**config.mk**
```make
export PLATFORM = sky130hd
export DESIGN_NAME = param_blockram_flat
export DESIGN_NICKNAME = d
export VERILOG_FILES = /design/src/rtl/param_blockram_pkg.sv /design/src/rtl/param_blockram_if.sv /design/src/rtl/param_blockram_core.sv /design/src/rtl/param_blockram.sv /design/src/flat_wrapper.sv
export SDC_FILE = /design/constraint.sdc
export NUM_CORES = 2
export LEC_CHECK = 0
export ABC_AREA = 1
export BUFFER_PORTS_ARGS = -buffer_cell sky130_fd_sc_hd__buf_4
export CORE_ASPECT_RATIO = 0.8
export CORE_UTILIZATION = 45
export CTS_CLUSTER_SIZE = 30
export DETAILED_ROUTE_END_ITERATION = 10
export GPL_TIMING_DRIVEN = 0
export REMOVE_ABC_BUFFERS = 1
export SLEW_MARGIN = 15
export SYNTH_ARGS = -nofsm -noshare
export SYNTH_HDL_FRONTEND = slang
export SYNTH_SLANG_ARGS = --single-unit
```
**constraint.sdc**
```tcl
create_clock -name clk -period 8.85 [get_ports clk]
set_input_delay 0.4425 -clock clk [delete_from_list [all_inputs] [get_ports clk]]
set_output_delay 0.4425 -clock clk [all_outputs]
set_load 0.05 [all_outputs]
```
**src/rtl/param_blockram_pkg.sv**
```systemverilog
// Shared types and default sizes for param_blockram.
package param_blockram_pkg;

  localparam int unsigned DATA_W_DEF = 16;
  localparam int unsigned ADDR_W_DEF = 8;

  typedef enum logic {
    CLEAR = 1'b0,
    READY = 1'b1
  } state_e;

endpackage

```
**src/rtl/param_blockram_if.sv**
```systemverilog
// User-side request/response bundle for param_blockram.
interface param_blockram_if
  import param_blockram_pkg::*;
#(
  parameter int unsigned DATA_W = DATA_W_DEF,
  parameter int unsigned ADDR_W = ADDR_W_DEF
);

  logic              clear_req;
  logic              w_en;
  logic [ADDR_W-1:0] w_addr;
  logic [DATA_W-1:0] data_in;
  logic              r_en;
  logic [ADDR_W-1:0] r_addr;
  logic [DATA_W-1:0] data_out;
  logic              valid_out;
  logic              ready;

  modport master (
    output clear_req, w_en, w_addr, data_in, r_en, r_addr,
    input  data_out, valid_out, ready
  );

  modport slave (
    input  clear_req, w_en, w_addr, data_in, r_en, r_addr,
    output data_out, valid_out, ready
  );

endinterface

```
**src/rtl/param_blockram_core.sv**
```systemverilog
// Bare simple dual-port array, one write port and one registered read port, no reset,
// written in the shape yosys infers as iCE40 EBR.
module param_blockram_core #(
  parameter int unsigned DATA_W = 16,
  parameter int unsigned ADDR_W = 8
) (
  input  logic              i_clk,
  input  logic              i_we,
  input  logic [ADDR_W-1:0] i_waddr,
  input  logic [DATA_W-1:0] i_wdata,
  input  logic              i_re,
  input  logic [ADDR_W-1:0] i_raddr,
  output logic [DATA_W-1:0] o_rdata
);

  localparam int unsigned DEPTH = 1 << ADDR_W;

  logic [DATA_W-1:0] r_mem [DEPTH];
  logic [DATA_W-1:0] r_rdata;

  always_ff @(posedge i_clk) begin
    if (i_we) r_mem[i_waddr] <= i_wdata;
    if (i_re) r_rdata <= r_mem[i_raddr];
  end

  assign o_rdata = r_rdata;

endmodule

```
**src/rtl/param_blockram.sv**
```systemverilog
// Block RAM with clear sequencer, read-valid tracking and write-first forwarding.
// Optional output register stage: define PARAM_BLOCKRAM_OUTREG_EN.
module param_blockram
  import param_blockram_pkg::*;
#(
  parameter int unsigned       DATA_W     = DATA_W_DEF,
  parameter int unsigned       ADDR_W     = ADDR_W_DEF,
  parameter logic [DATA_W-1:0] INIT_VALUE = '0
) (
  input logic             clk,
  input logic             rst_n,
  param_blockram_if.slave bus
);

  state_e            r_state;
  state_e            w_state_nxt;
  logic [ADDR_W-1:0] r_clr_addr;
  logic [ADDR_W-1:0] w_clr_addr_nxt;
  logic              r_ready;
  logic              r_valid;
  logic              r_data_ok;
  logic              r_fwd_hit;
  logic [DATA_W-1:0] r_fwd_data;
  logic              w_wr_acc;
  logic              w_rd_acc;
  logic              w_core_we;
  logic [ADDR_W-1:0] w_core_waddr;
  logic [DATA_W-1:0] w_core_wdata;
  logic [DATA_W-1:0] w_core_rdata;
  logic [DATA_W-1:0] w_rd_data;

  // Next state, clear counter and write-port mux (sweep owns the port while clearing).
  always_comb begin
    w_state_nxt    = r_state;
    w_clr_addr_nxt = r_clr_addr;
    w_wr_acc       = 1'b0;
    w_rd_acc       = 1'b0;
    w_core_we      = 1'b0;
    w_core_waddr   = bus.w_addr;
    w_core_wdata   = bus.data_in;
    case (r_state)
      CLEAR: begin
        w_core_we      = 1'b1;
        w_core_waddr   = r_clr_addr;
        w_core_wdata   = INIT_VALUE;
        w_clr_addr_nxt = r_clr_addr + ADDR_W'(1);
        if (&r_clr_addr) w_state_nxt = READY;
      end
      READY: begin
        w_wr_acc  = bus.w_en;
        w_rd_acc  = bus.r_en;
        w_core_we = bus.w_en;
        if (bus.clear_req) begin
          w_state_nxt    = CLEAR;
          w_clr_addr_nxt = '0;
        end
      end
      default: begin
        w_state_nxt    = CLEAR;
        w_clr_addr_nxt = '0;
      end
    endcase
  end

  always_ff @(posedge clk or negedge rst_n) begin
    if (!rst_n) begin
      r_state    <= CLEAR;
      r_clr_addr <= '0;
      r_ready    <= 1'b0;
      r_valid    <= 1'b0;
      r_data_ok  <= 1'b0;
      r_fwd_hit  <= 1'b0;
      r_fwd_data <= '0;
    end else begin
      r_state    <= w_state_nxt;
      r_clr_addr <= w_clr_addr_nxt;
      r_ready    <= (w_state_nxt == READY);
      r_valid    <= w_rd_acc;
      if (w_rd_acc) begin
        r_data_ok  <= 1'b1;
        r_fwd_hit  <= w_wr_acc && (bus.w_addr == bus.r_addr);
        r_fwd_data <= bus.data_in;
      end
    end
  end

  param_blockram_core #(
    .DATA_W (DATA_W),
    .ADDR_W (ADDR_W)
  ) u_core (
    .i_clk   (clk),
    .i_we    (w_core_we),
    .i_waddr (w_core_waddr),
    .i_wdata (w_core_wdata),
    .i_re    (w_rd_acc),
    .i_raddr (bus.r_addr),
    .o_rdata (w_core_rdata)
  );

  // Core read register has no reset, so r_data_ok masks it to zero until the first read.
  assign w_rd_data = !r_data_ok ? '0 : (r_fwd_hit ? r_fwd_data : w_core_rdata);

`ifdef PARAM_BLOCKRAM_OUTREG_EN
  logic [DATA_W-1:0] r_out_data;
  logic              r_out_valid;

  always_ff @(posedge clk or negedge rst_n) begin
    if (!rst_n) begin
      r_out_data  <= '0;
      r_out_valid <= 1'b0;
    end else begin
      r_out_valid <= r_valid;
      if (r_valid) r_out_data <= w_rd_data;
    end
  end

  assign bus.data_out  = r_out_data;
  assign bus.valid_out = r_out_valid;
`else
  assign bus.data_out  = w_rd_data;
  assign bus.valid_out = r_valid;
`endif

  assign bus.ready = r_ready;

endmodule

```
**src/flat_wrapper.sv**
```systemverilog
// flat-port wrapper written by rule: the top's interface ports become plain ports
module param_blockram_flat import param_blockram_pkg::*;
#(
  parameter int unsigned       DATA_W     = DATA_W_DEF,
  parameter int unsigned       ADDR_W     = ADDR_W_DEF,
  parameter logic [DATA_W-1:0] INIT_VALUE = '0
)
  (clk, rst_n, bus_clear_req, bus_w_en, bus_w_addr, bus_data_in, bus_r_en, bus_r_addr, bus_data_out, bus_valid_out, bus_ready);
  param_blockram_if #(.DATA_W(DATA_W), .ADDR_W(ADDR_W)) bus_i ();
  input logic clk;
  input logic rst_n;
  input wire logic [$bits(bus_i.clear_req)-1:0] bus_clear_req;
  input wire logic [$bits(bus_i.w_en)-1:0] bus_w_en;
  input wire logic [$bits(bus_i.w_addr)-1:0] bus_w_addr;
  input wire logic [$bits(bus_i.data_in)-1:0] bus_data_in;
  input wire logic [$bits(bus_i.r_en)-1:0] bus_r_en;
  input wire logic [$bits(bus_i.r_addr)-1:0] bus_r_addr;
  output wire logic [$bits(bus_i.data_out)-1:0] bus_data_out;
  output wire logic [$bits(bus_i.valid_out)-1:0] bus_valid_out;
  output wire logic [$bits(bus_i.ready)-1:0] bus_ready;
  assign bus_i.clear_req = bus_clear_req;
  assign bus_i.w_en = bus_w_en;
  assign bus_i.w_addr = bus_w_addr;
  assign bus_i.data_in = bus_data_in;
  assign bus_i.r_en = bus_r_en;
  assign bus_i.r_addr = bus_r_addr;
  assign bus_data_out = bus_i.data_out;
  assign bus_valid_out = bus_i.valid_out;
  assign bus_ready = bus_i.ready;
  param_blockram #(.DATA_W(DATA_W), .ADDR_W(ADDR_W), .INIT_VALUE(INIT_VALUE)) u_core (.clk(clk), .rst_n(rst_n), .bus(bus_i));
endmodule
```
==> metrics.yaml <==
status: "finished, final reports clean"
insertion_delay_ps: 930
max_slew.worst_pin.slew_ps: 1140
clkSlewWorstSetupHoldPaths_ps: 60
netlist-cell-type-count: 31
yosys_warnings: 0
route.vias.total: 107186
finalWorstPathRequiredPeriod_ps: 6150
placementRows: 199
die_height_um: 547
muxShareOfSynthArea_pct: 0.0120
synth_top_family_by_area: "simple AND/OR/NAND/NOR gates"
power_density_nw_per_um2: 223
cts-htree-levels: 5
max-vdd-ir-drop_mv: 0.179
pin_count_of_the_biggest_net_entering_global_routing: 196
synth.avg_cell_area_um2: 12.1
detail_route.wirelength_um: 471000
power.total_w: 0.0422
unrepaired_setup_endpoints_after_global_routing: "no"
layout_worst_path_cycle_share_pct: 69.5
synthTopCellsByArea: "edfxtp_1, nand3_1, nand2_1, buf_2, nor2_1"
wire_length_of_the_first_global_routing_pass_um: 683000
cp_data_arrival_time_ps: 6910
avgRoutedWirePerCell_um: 24.8
place_ws_ps: 1710
final-hold-violation-count: 0
post-route-drc-count: 0
report.final.slew_viol_count: 0
drv.max_cap_violation_count: 0
postSynthRegisterBits: 4140
num-nets-final: 13784
setup-violations-final: 0
place.detailed.hpwl_um: 259000
async_reset_ff_share_pct: 0.676
biggest_area_consumer_among_synthesized_cells: "edfxtp_1"
leakage_nw: 66.2
cts_inserted_buffers: 400
cts_post_setup_buffers_inserted: 0
timing.clock.skew_ps: 69.4
die_w_um: 683
max-slew-margin-rel_pct: 24.0
number_of_flops_mapped_to_enable_cells_by_yosys: 4112
synth-simple-area-share_pct: 22.5
grt-ovfl-total: 0
postCtsResizedCells: 0
synth-compound-area-share_pct: 0.115
drt_first_iter_violations: 13390
clock_tree.root_cell: "clkbuf_16"
antenna_found_initial: 11
synth_xor_area_share_pct: 0.0157
holdCritPathClass: "input pin to flop"
ant_nets: 0
initial_utilization_pct: 45.4
gr-usage-all-layers_pct: 24.4
clock_sinks: 4140
postSynth.topFlopCell: "edfxtp_1"
max_clock_freq_mhz: 162
required_worst_endpoint_ps: 9610
boundaryPins: 55
post_route_cells_drive_above_1_share_pct: 8.87
router_iterations_before_antenna_repair: 6
via_count_of_the_first_global_routing_pass: 97962
finalWorstSetupSlack_ps: 2700
cts_tree: "yes"
setup.worst_path.start_class: "input pin"
arithmetic_cell_share_of_the_synthesized_area_counting_full_adders_half_adders_and_majority_gates_pct: 0.00749
share_of_synthesized_area_occupied_by_flip_flops_and_latches_pct: 74.3
netlist_instances: 13866
crit_type: "input pin to flop"
mappedNetlistArea_um2: 167000
avgViaCountPerCell: 5.64
core-area_um2: 369000
postLayoutCoreUtil_pct: 51.2
cts-root-to-sink-buffers: 4
die_area_um2: 374000
critPathMaxFanout: 195
end_kind: "flop"
gpl.final_weighted_congestion: 0.797
synth_largest_type_area_fraction_pct: 73.9
io_buffers: 54
area.growth.synth_to_final_pct: 12.9
stage by stage:
stage / hold slack (ps) / cells / setup TNS [ps] / cell area (um^2)
after floorplan: 147 / 12921 / -33200 / 162000
after global placement: 391 / 17899 / -5022040 / 169000
after detailed placement: 388 / 18245 / 0 / 176000
after CTS: 37.6 / 18986 / 0 / 189000
after global routing: 62.9 / 18987 / 0 / 189000
final: 103 / 18993 / 0 / 189000
logic make-up after synthesis:
group                      count (synthesis)
xor gates and xnor gates                   3
DFF                                     4140
AOI/OAI and AO/OA                         34
and+or+nand+nor                         8668
buffers and inverters                   1018
adders and majority gates                  1
muxes                                      2
layer usage:
| metal | share of wire (%) | global-route usage [%] | up-vias |
|---|---|---|---|
| met3 | 9.3 | 4.77 | 723 |
| met4 | 3.2 | 7.47 | 4 |
| met5 | 0.0047 | 0 | - |
| li1 | - | - | 49179 |
| met2 | 45 | 36.6 | 4698 |
| met1 | 43 | 36.2 | 52582 |
area by class of cell:
type / count / area, um^2
fillers: 31315 / 180000
flip-flops and latches: 4140 / 124000
multi-input cells: 8708 / 38700
clock buffers: 501 / 10500
repair buffers: 423 / 6810
well taps: 4924 / 6160
clock inverters: 217 / 1930
inverters: 73 / 453
diodes: 7 / 17.5
synthesized netlist by cell type, types with 5 or more instances:
master,n
a21oi_1,5
buf_1,105
buf_2,583
buf_4,117
buf_6,9
clkbuf_1,131
dfrtp_1,28
edfxtp_1,4112
inv_1,61
inv_2,8
nand2_1,4290
nand3_1,4034
nor2_1,322
o21ai_0,22
or2_2,5
where the power goes:
group	total (W)	switching, W	internal, W
clock network	0.0166	0.00732	0.00928
logic	0.00370	0.00287	0.000833
registers	0.0219	0.0000957	0.0218
total	0.0422	0.0103	0.0319
cells in the final DEF (no fill, tap or decap), types with 31 or more instances in the layout:
| master | count |
|---|---|
| buf_4 | 48 |
| inv_1 | 42 |
| nand2_1 | 4274 |
| buf_8 | 156 |
| nor2_1 | 65 |
| bufinv_16 | 31 |
| buf_16 | 98 |
| clkinv_1 | 98 |
| clkinv_2 | 61 |
| nand3_1 | 4034 |
| clkbuf_16 | 404 |
| buf_6 | 91 |
| nor2_2 | 251 |
| edfxtp_1 | 4112 |
| clkbuf_1 | 97 |
worst max-delay path, stage by stage:
cell     delay (ps)
buf_16          160
buf_16          300
inv_16          440
buf_16          520
buf_16          520
buf_16          440
buf_16          460
buf_16          620
nand2_1         100
nand3_1         120
nand3_1         140
nand3_1         120
nand3_1         160
nand3_1         190
nand3_1         470
nand2_1         410
nand2_1         110
nand2_1         180
timing repair:
action,CTS,global route
hold buffers,23,0
hold endpoints to repair,51,0
setup endpoints to repair,0,0
registers in the layout, indices dropped and copies added (netlist names):
register	cells
u_core.bus.valid_out	1
u_core.r_clr_addr	8
u_core.r_data_ok	1
u_core.r_fwd_data	16
u_core.r_fwd_hit	1
u_core.r_state	1
u_core.u_core.o_rdata	16
u_core.u_core.r_mem	4096
final timing paths:
| kind | cells past startpoint | from | endpoint | slack [ps] |
|---|---|---|---|---|
| worst max-delay path | 18 | bus_r_addr[0] | u_core.u_core.o_rdata[0] | 2700 |
| worst min-delay path | 3 | bus_r_addr[7] | u_core.u_core.o_rdata[2] | 100 |
| worst max register to register | 8 | u_core.r_state | u_core.u_core.r_mem[158][5] | 4240 |
| worst min register to register | 2 | u_core.r_fwd_data[12] | u_core.r_fwd_data[12] | 480 |
| max in group asynchronous | 4 | rst_n | u_core.r_fwd_data[0] | 8150 |
| min in group asynchronous | 4 | rst_n | u_core.r_clr_addr[0] | 520 |
Power figures use the tool's default switching activity.
